## src/rtl/vx_warp_ibuffer_if.sv

```systemverilog
`default_nettype none
// ============================================================================
// Module      : vx_warp_ibuffer_if
// Description : Decode-side, flush and per-warp issue-side signals of the
//               warp instruction buffer.
// Revision    : 1.0 - initial release
// ============================================================================
interface vx_warp_ibuffer_if #(
  parameter int NUM_WARPS = 4,
  parameter int DEPTH     = 4,
  parameter int DATAW     = 64,
  parameter int NW_BITS   = $clog2(NUM_WARPS),
  parameter int CNTW      = $clog2(DEPTH + 1)
);
  logic                      decode_valid;
  logic [NW_BITS-1:0]        decode_wid;
  logic [DATAW-1:0]          decode_data;
  logic                      decode_ready;
  logic                      flush_valid;
  logic [NW_BITS-1:0]        flush_wid;
  logic [NUM_WARPS-1:0]      ibuf_valid;
  logic [NUM_WARPS*DATAW-1:0] ibuf_data;
  logic [NUM_WARPS-1:0]      ibuf_ready;
  logic [NUM_WARPS*CNTW-1:0] ibuf_count;

  // master: decode/scheduler environment; slave: the instruction buffer
  modport master (
    output decode_valid, decode_wid, decode_data, flush_valid, flush_wid, ibuf_ready,
    input  decode_ready, ibuf_valid, ibuf_data, ibuf_count
  );
  modport slave (
    input  decode_valid, decode_wid, decode_data, flush_valid, flush_wid, ibuf_ready,
    output decode_ready, ibuf_valid, ibuf_data, ibuf_count
  );
endinterface
`default_nettype wire

```

## src/rtl/vx_warp_ibuffer.sv

```systemverilog
`default_nettype none
// ============================================================================
// Module      : vx_warp_ibuffer
// Description : Per-warp circular instruction FIFOs between decode and issue,
//               with per-warp flush.
// Revision    : 1.0 - initial release
// ============================================================================
module vx_warp_ibuffer #(
  parameter int NUM_WARPS = 4,
  parameter int DEPTH     = 4,
  parameter int DATAW     = 64
) (
  input  wire               clk,
  input  wire               reset,
  vx_warp_ibuffer_if.slave  ib
);
  localparam int NW_BITS = $clog2(NUM_WARPS);
  localparam int PTRW    = $clog2(DEPTH);
  localparam int CNTW    = $clog2(DEPTH + 1);

  logic [NUM_WARPS-1:0]       w_full;
  logic [NUM_WARPS-1:0]       w_valid;
  logic [NUM_WARPS*DATAW-1:0] w_data;
  logic [NUM_WARPS*CNTW-1:0]  w_count;
  logic                       w_decode_ready;

  // Registered counts only: no full-bypass even if the same warp pops this cycle.
  assign w_decode_ready = !reset && !w_full[ib.decode_wid]
                          && !(ib.flush_valid && (ib.flush_wid == ib.decode_wid));

  assign ib.decode_ready = w_decode_ready;
  assign ib.ibuf_valid   = w_valid;
  assign ib.ibuf_data    = w_data;
  assign ib.ibuf_count   = w_count;

  for (genvar w = 0; w < NUM_WARPS; w++) begin : g_warp
    logic [DATAW-1:0] r_mem [DEPTH];
    logic [PTRW-1:0]  r_rd_ptr;
    logic [PTRW-1:0]  r_wr_ptr;
    logic [CNTW-1:0]  r_count;
    logic             w_push;
    logic             w_pop;
    logic             w_flush;

    assign w_flush = ib.flush_valid && (ib.flush_wid == NW_BITS'(w));
    assign w_push  = ib.decode_valid && w_decode_ready && (ib.decode_wid == NW_BITS'(w));
    assign w_pop   = (r_count != '0) && ib.ibuf_ready[w];

    always_ff @(posedge clk or posedge reset) begin
      if (reset) begin
        r_rd_ptr <= '0;
        r_wr_ptr <= '0;
        r_count  <= '0;
      end else if (w_flush) begin
        r_rd_ptr <= '0;
        r_wr_ptr <= '0;
        r_count  <= '0;
      end else begin
        if (w_push) r_wr_ptr <= r_wr_ptr + 1'b1;
        if (w_pop)  r_rd_ptr <= r_rd_ptr + 1'b1;
        if (w_push && !w_pop)      r_count <= r_count + 1'b1;
        else if (!w_push && w_pop) r_count <= r_count - 1'b1;
      end
    end

    always_ff @(posedge clk) begin
      if (w_push) r_mem[r_wr_ptr] <= ib.decode_data;
    end

    assign w_full[w]                  = (r_count == CNTW'(DEPTH));
    assign w_valid[w]                 = (r_count != '0);
    assign w_data[w*DATAW +: DATAW]   = r_mem[r_rd_ptr];
    assign w_count[w*CNTW +: CNTW]    = r_count;

    a_count_max: assert property (@(posedge clk) disable iff (reset)
      r_count <= CNTW'(DEPTH));
  end

  // Only a non-power-of-two warp count leaves unused warp ids.
  if ((2 ** NW_BITS) != NUM_WARPS) begin : g_wid_chk
    a_wid_range: assert property (@(posedge clk) disable iff (reset)
      ib.decode_valid |-> (int'(ib.decode_wid) < NUM_WARPS));
  end

  a_hold_stable: assert property (@(posedge clk) disable iff (reset)
    (ib.decode_valid && !w_decode_ready) |=>
      ($stable(ib.decode_wid) && $stable(ib.decode_data)));

endmodule
`default_nettype wire
```

## src/flat_wrapper.sv

```systemverilog
// flat-port wrapper written by rule: the top's interface ports become plain ports
module vx_warp_ibuffer_flat 
#(
  parameter int NUM_WARPS = 4,
  parameter int DEPTH     = 4,
  parameter int DATAW     = 64
)
  (clk, reset, ib_decode_valid, ib_decode_wid, ib_decode_data, ib_flush_valid, ib_flush_wid, ib_ibuf_ready, ib_decode_ready, ib_ibuf_valid, ib_ibuf_data, ib_ibuf_count);
  vx_warp_ibuffer_if #(.NUM_WARPS(NUM_WARPS), .DEPTH(DEPTH), .DATAW(DATAW)) ib_i ();
  input  wire clk;
  input  wire reset;
  input wire logic [$bits(ib_i.decode_valid)-1:0] ib_decode_valid;
  input wire logic [$bits(ib_i.decode_wid)-1:0] ib_decode_wid;
  input wire logic [$bits(ib_i.decode_data)-1:0] ib_decode_data;
  input wire logic [$bits(ib_i.flush_valid)-1:0] ib_flush_valid;
  input wire logic [$bits(ib_i.flush_wid)-1:0] ib_flush_wid;
  input wire logic [$bits(ib_i.ibuf_ready)-1:0] ib_ibuf_ready;
  output wire logic [$bits(ib_i.decode_ready)-1:0] ib_decode_ready;
  output wire logic [$bits(ib_i.ibuf_valid)-1:0] ib_ibuf_valid;
  output wire logic [$bits(ib_i.ibuf_data)-1:0] ib_ibuf_data;
  output wire logic [$bits(ib_i.ibuf_count)-1:0] ib_ibuf_count;
  assign ib_i.decode_valid = ib_decode_valid;
  assign ib_i.decode_wid = ib_decode_wid;
  assign ib_i.decode_data = ib_decode_data;
  assign ib_i.flush_valid = ib_flush_valid;
  assign ib_i.flush_wid = ib_flush_wid;
  assign ib_i.ibuf_ready = ib_ibuf_ready;
  assign ib_decode_ready = ib_i.decode_ready;
  assign ib_ibuf_valid = ib_i.ibuf_valid;
  assign ib_ibuf_data = ib_i.ibuf_data;
  assign ib_ibuf_count = ib_i.ibuf_count;
  vx_warp_ibuffer #(.NUM_WARPS(NUM_WARPS), .DEPTH(DEPTH), .DATAW(DATAW)) u_core (.clk(clk), .reset(reset), .ib(ib_i));
endmodule
```

## config.mk

```make
export PLATFORM = sky130hd
export DESIGN_NAME = vx_warp_ibuffer_flat
export DESIGN_NICKNAME = d
export VERILOG_FILES = /design/src/rtl/vx_warp_ibuffer_if.sv /design/src/rtl/vx_warp_ibuffer.sv /design/src/flat_wrapper.sv
export SDC_FILE = /design/constraint.sdc
export NUM_CORES = 1
export LEC_CHECK = 0
export ABC_CLOCK_PERIOD_IN_PS = 3400
export CELL_PAD_IN_SITES_DETAIL_PLACEMENT = 1
export CELL_PAD_IN_SITES_GLOBAL_PLACEMENT = 1
export CORE_MARGIN = 2
export CORE_UTILIZATION = 46
export CTS_CLUSTER_SIZE = 30
export DETAILED_ROUTE_END_ITERATION = 10
export HOLD_SLACK_MARGIN = 0.06
export PLACE_DENSITY_LB_ADDON = 0.3
export SLEW_MARGIN = 20
export SYNTH_ARGS = -nofsm -noshare
export SYNTH_HDL_FRONTEND = slang
export SYNTH_SLANG_ARGS = --single-unit
```

## constraint.sdc

```tcl
create_clock -name clk -period 3.4 [get_ports clk]
set_input_delay 0.51 -clock clk [delete_from_list [all_inputs] [get_ports clk]]
set_output_delay 0.51 -clock clk [all_outputs]
set_load 0.03 [all_outputs]
```

==> run_results.csv, run 1 <==
group,metric,value,unit
route,antenna_left,0,
final_layout,num_antenna_cells,0,
yosys,syn-cell-area,38700,um^2
clock_network,root_buffer,"clkbuf_16",
yosys,yosysTopAreaCell,"edfxtp_1",
place,gp_congestion,0.742,
route,drt_iter0_markers,1663,
clock_network,htreeDepth,3,
yosys,synth-edff-count,1024,
timing,fmax,0.304,GHz
power,p_sw_frac,0.322,
worst_setup_path,cp_num_buf_inv,2,
power,p_leak,0.0154,uW
place,port_buffers,348,
place,dpl.cell_count,2961,
route,dr.pass1.iters,5,
clock_network,cts_made_buffers,105,
clock_network,ctsHoldBuffers,0,
yosys,yosys.area.top_type_share,0.794,
status,outcome,"finished clean",
clock_network,cts_tree,"yes",
floorplan,rows,106,
power,power_frac_seq,0.370,
yosys,ys.flop_type,"edfxtp_1",
timing,final-hold-violation-count,0,
clock_network,insertion_delay,680,ps
route,wl,97700,um
global_routing,grt_pass1_wl,141000,um
worst_hold_path,hold_class,"input port to asynchronous set/reset pin",
global_routing,grt-ovfl-total,0,
timing,rsz0062_at_grt,"no",
power,power_density,846,nW/um^2
power,power_frac_comb,0.331,
worst_setup_path,reg2reg_slack,640,ps
yosys,yosysSeqAreaShare,0.812,
worst_setup_path,cp_top_family,"buffers and inverters",
floorplan,die_h,294,um
global_routing,grt.total_usage,0.229,
worst_setup_path,endpoint_kind,"output pin",
worst_setup_path,required,2890,ps
route,viasPerCell,5.74,
yosys,ys_types,39,
route,wl_per_cell,30.8,um
yosys,syn_nets,1634,
job,cap_viol_max_count,0,
power,intPower,27600,uW
floorplan,dieArea,86500,um^2
worst_setup_path,r2r_cells,10,
route,vias,18192,
timing,skew,56.8,ps
yosys,ys_seq_elements,1052,
yosys,synth.most_common_cell,"edfxtp_1",
floorplan,core-area,83600,um^2
clock_network,cts_sinks,1052,
power,peakVddDrop,0.570,mV
worst_setup_path,crit_path_start_kind,"flip-flop",
worst_setup_path,cpPeakStageDelay,630,ps
floorplan,start_util,0.464,
power,pwr-share-clk,0.299,
place,dp_hpwl,61800,um
yosys,synth_area_leaders,"edfxtp_1 (79%), mux4_2 (15%), dfrtp_1 (1.8%)",
global_routing,antenna_found_initial,1,
yosys,postSynthAreaPerCell,25.2,um^2
global_routing,grt_pass1_vias,19513,
final_layout,num-nets-final,2096,
floorplan,io-pin-count,349,
final_layout,area.growth.synth_to_final,24.3,%
worst_setup_path,crit_fanout,31,
route,drc,0,
timing,report.final.slew_viol_count,0,
worst_setup_path,cp_cell_sequence,"buf_12 -> mux4_2 -> clkdlybuf4s50_1",
timing,slew_headroom,0.365,
timing,hold_ws,447,ps
worst_setup_path,reg2reg_to,"u_core.g_warp[2].r_count[2]",
final_layout,fin_cells,3168,
worst_setup_path,cp.arrival,2780,ps
timing,worstMarginPinSlew,952,ps
final_layout,layout-drive-gt1-share,0.253,
timing,setup_viol,0,
worst_setup_path,worstSetupPathType,"flip-flop to output pin",
timing,finalCriticalPeriod,3290,ps
clock_network,clkTransAtPathRegs,70,ps
yosys,synthArstFlopShare,0.0266,
worst_setup_path,regToRegStartpoint,"u_core.g_warp[3].r_count[0]",
power,p_switching,13100,uW
global_routing,grt_max_degree,46,
floorplan,die_x,294,um
yosys,syn_inst,1535,
yosys,synthTopCellsByCount,"edfxtp_1 (1024), mux4_2 (256), buf_2 (32), dfrtp_1 (28), nor2_1 (24)",
worst_setup_path,cp_slowest_cell,"clkdlybuf4s50_1",
yosys,yosys_warnings,0,
clock_network,clk_path_buf_depth,3,
timing,fin_crit_sh,0.968,
cell type report:
| class | instances | area, um^2 |
|---|---|---|
| clock buffer | 121 | 2710 |
| clock inverter | 77 | 998 |
| fill | 6970 | 35400 |
| inverter | 15 | 56.3 |
| multi-input combinational | 409 | 7030 |
| sequential | 1052 | 31500 |
| tap | 1080 | 1350 |
| timing repair buffer | 414 | 4520 |
worst max path at each step:
stage,start,cells past startpoint,end
finish,u_core.g_warp[3].r_rd_ptr[0],3,ib_ibuf_data[255]
global route,u_core.g_warp[2].r_rd_ptr[0],3,ib_ibuf_data[161]
CTS,u_core.g_warp[1].r_rd_ptr[0],3,ib_ibuf_data[106]
detailed placement,ib_decode_wid[1],11,u_core.g_warp[2].r_count[2]
global placement,ib_decode_wid[1],11,u_core.g_warp[2].r_count[2]
floorplan,u_core.g_warp[3].r_count[1],5,u_core.g_warp[3].r_mem[0][0]
cells in the final DEF, fill, tap and decap left out, types with 6 or more instances in the layout:
master / n
and3_4: 16
buf_12: 41
buf_4: 22
bufinv_16: 19
clkbuf_1: 15
clkbuf_16: 106
clkdlybuf4s50_1: 343
clkinv_1: 17
clkinv_2: 24
clkinvlp_4: 7
dfrtp_1: 20
dfrtp_4: 8
edfxtp_1: 1024
ha_1: 19
inv_1: 14
mux2i_1: 7
mux4_2: 256
nand2_1: 11
nand3_1: 11
nor2_1: 24
o21ai_0: 6
or3_1: 7
xor2_1: 13
metal layers:
layer  share of wire  vias to the layer above  GRT usage
li1                -                     7470          -
met1            0.41                     9847      0.317
met2            0.51                      749      0.381
met3           0.066                      124     0.0397
met4           0.021                        2     0.0584
met5         0.00013                        -          0
cell families (layout without fill, tap and decap cells):
kind of cell	count (synthesis)	count (layout)	share of synthesized area
multiplexers	263	263	0.151
AND/OR/NAND/NOR	87	87	0.0128
adder cells (fa/ha/maj)	23	23	0.00821
buffers and inverters	74	627	0.00840
AO/OA/AOI/OAI	18	18	0.00359
XOR/XNOR	18	18	0.00426
flip-flops	1052	1052	0.812
metrics by stage:
step,power [uW],TNS (ps),worst slack [ps],utilization,instance area (um^2)
finish,40700,0,108,0.576,48200
global route,42000,0,4.22,0.576,48200
CTS,41100,0,8.43,0.575,48100
detailed placement,28900,-2.82,-2.82,0.531,44300
global placement,28800,0,105,0.531,44300
floorplan,23000,0,70.9,-,38700
power groups by stage:
stage	sequential [uW]	clock, uW	combinational (uW)
finish	15100	12200	13500
global route	15100	12800	14100
CTS	15100	12400	13600
detailed placement	15400	0	13400
global placement	15400	0	13400
floorplan	15100	0	7910
flip-flops by register name, summed over array words and instances, names as in the netlist:
signal and count:
u_core.g_warp.r_rd_ptr 8, u_core.g_warp.r_mem 1024, u_core.g_warp.r_count 12, u_core.g_warp.r_wr_ptr 8
what timing repair did:
| item | 4_1_cts | 5_1_grt |
|---|---|---|
| endpoints found under the setup margin | 45 | 4 |
| buffers inserted | 2 | 7 |
| pin swaps | 0 | 0 |
| gates resized for setup | 5 | 1 |
| cloned | 0 | 0 |
No activity file was read; power rests on OpenSTA's default activity.
==> inputs of run 2 (changes only) <==
--- a/config.mk
+++ b/config.mk
@@ -9,11 +9,13 @@
 export CELL_PAD_IN_SITES_DETAIL_PLACEMENT = 1
 export CELL_PAD_IN_SITES_GLOBAL_PLACEMENT = 1
 export CORE_MARGIN = 2
-export CORE_UTILIZATION = 46
+export CORE_UTILIZATION = 47
+export CTS_BUF_LIST = sky130_fd_sc_hd__clkbuf_8
 export CTS_CLUSTER_SIZE = 30
 export DETAILED_ROUTE_END_ITERATION = 10
 export HOLD_SLACK_MARGIN = 0.06
 export PLACE_DENSITY_LB_ADDON = 0.3
+export REMOVE_ABC_BUFFERS = 1
 export SLEW_MARGIN = 20
 export SYNTH_ARGS = -nofsm -noshare
 export SYNTH_HDL_FRONTEND = slang
==> run 2 against run 1 <==
  * Sequential cell count stayed put
  * Sequential power hardly changed
  * Final cell count is 3.3% higher
  * Largest cell class unchanged
  * Highest routed layer unchanged
==> run_results.csv, run 2 (same netlist as run 1, synthesis figures left out) <==
group,metric,value,unit
status,outcome,"finished clean",
timing,setup-tns-final,0,ps
worst_setup_path,crit_fanout,3,
final_layout,nFillCells,6925,
route,drc,0,
worst_setup_path,crit_path_start_kind,"flip-flop",
global_routing,grt-ovfl-total,0,
route,drt_iter0_markers,1574,
route,vias,18538,
clock_network,insertion_delay,840,ps
worst_setup_path,endpoint_kind,"output pin",
job,cap_viol_max_count,0,
final_layout,layout_common_cells,"edfxtp_1 (1024), mux4_2 (256), dlygate4sd2_1 (203)",
clock_network,cts_tree,"yes",
final_layout,fin_util,0.582,
route,antenna_left,0,
timing,fin_crit_sh,0.979,
worst_hold_path,hold_class,"input port to asynchronous set/reset pin",
global_routing,antenna_found_initial,10,
final_layout,final_area,47600,um^2
final_layout,area.growth.synth_to_final,23.0,%
global_routing,grt_pass1_wl,143000,um
route,dr.pass1.iters,5,
clock_network,htreeDepth,4,
clock_network,clk_path_buf_depth,3,
clock_network,root_buffer,"clkbuf_8",
timing,rsz0062_at_grt,"no",
worst_setup_path,cp.arrival,2820,ps
timing,worstMarginPinSlew,975,ps
floorplan,rows,105,
final_layout,regMostFlops,"u_core.g_warp.r_mem",
worst_setup_path,setup.worst_path.start,"u_core.g_warp[2].r_rd_ptr[0]",
timing,fmax,0.301,GHz
floorplan,die_x,291,um
timing,skew,45.4,ps
timing,final-hold-violation-count,0,
floorplan,die_h,291,um
place,dpl.cell_count,2955,
power,power_density,807,nW/um^2
worst_setup_path,required,2890,ps
clock_network,cts_sinks,1052,
place,placed_area,44300,um^2
timing,setup_viol,0,
clock_network,ctsHoldBuffers,0,
global_routing,grt_pass1_vias,19949,
global_routing,grt_max_degree,47,
clock_network,clkTransAtPathRegs,70,ps
route,wl,98300,um
route,wl_per_cell,30.0,um
place,gp_congestion,0.764,
final_layout,fin_cells,3273,
power,peakVddDrop,0.553,mV
final_layout,reg_top3,"u_core.g_warp.r_mem (1024), u_core.g_warp.r_count (12)",
power,finalPower,38400,uW
final_layout,layout-drive-gt1-share,0.269,
floorplan,start_util,0.473,
worst_setup_path,regToRegStartpoint,"u_core.g_warp[3].r_count[0]",
final_layout,largest_register_ffs,1024,
power,p_leak,0.0159,uW
global_routing,grt.total_usage,0.237,
timing,report.final.slew_viol_count,0,
route,viasPerCell,5.66,
timing,finalCriticalPeriod,3330,ps
floorplan,io-pin-count,349,
place,port_buffers,348,
worst_setup_path,worstSetupPathType,"flip-flop to output pin",
final_layout,layout_commonest_cell,"edfxtp_1",
clock_network,cts_made_buffers,162,
final_layout,num-nets-final,2169,
place,dp_hpwl,60200,um
floorplan,core-area,81800,um^2
floorplan,dieArea,84700,um^2
timing,slew_headroom,0.349,
## run 2: changes by cell type in the layout (fill, tap and decap cells not counted), sizes merged
cell | before | now
dlymetal6s2s | 1 | 28
clkinv | 49 | 74
bufinv | 19 | 12
dlygate4sd2 | 3 | 203
clkinvlp | 7 | 5
buf | 67 | 81
inv | 17 | 55
diode | 0 | 2
bufbuf | 0 | 1
clkdlybuf4s50 | 343 | 117
clkbuf | 121 | 164
## run 2: worst max-delay path: stages, from the launching register on
cell and delay (ps):
dfrtp_4 500, buf_4 170, buf_4 160, mux4_2 510
clkdlybuf4s50_1 630
## run 2: power by group
| part | switching, uW | total, uW | leakage [uW] | internal (uW) |
|---|---|---|---|---|
| Sequential | 411 | 15000 | 0.00956 | 14600 |
| Combinational | 7790 | 13000 | 0.00464 | 5170 |
| Clock | 4980 | 10500 | 0.00174 | 5480 |
## run 2: metal layers
layer  wire, um  global-route usage
met3       7750              0.0684
met5         49                   0
met1      40000               0.324
met4       2220              0.0684
met2      48300               0.374
## run 2: stage by stage
stage	hold WS [ps]	setup WS, ps
after floorplan	542	-471
after global placement	566	122
after detailed placement	588	-1.15
after CTS	271	-8.49
after global routing	324	5.88
final	288	72.2
## run 2: worst paths after layout
kind | endpoint | slack (ps) | cells after the start
setup / recovery | ib_ibuf_data[181] | 70 | 4
hold reg to reg | u_core.g_warp[0].r_count[1] | 600 | 2
max in group asynchronous | u_core.g_warp[2].r_rd_ptr[1] | 2380 | 2
hold / removal | u_core.g_warp[0].r_wr_ptr[0] | 290 | 2
setup reg to reg | u_core.g_warp[2].r_count[2] | 610 | 10
min in group clk | u_core.g_warp[0].r_rd_ptr[0] | 420 | 4
## run 2: area by class of cell
| class | count | area (um^2) | share of cell area |
|---|---|---|---|
| diodes | 2 | 5.00 | 0.000105 |
| clock buffers | 164 | 2260 | 0.0474 |
| clock inverters | 131 | 941 | 0.0198 |
| inverters | 15 | 56.3 | 0.00118 |
| multi-input cells | 409 | 7030 | 0.148 |
| flip-flops and latches | 1052 | 31500 | 0.661 |
| well taps | 1070 | 1340 | 0.0281 |
| repair buffers | 430 | 4520 | 0.0950 |
## run 2: repair_timing
item / CTS / global route
endpoints found under the setup margin: 250 / 30
cloned: 1 / 0
setup buffers: 20 / 0
gates resized for setup: 210 / 30
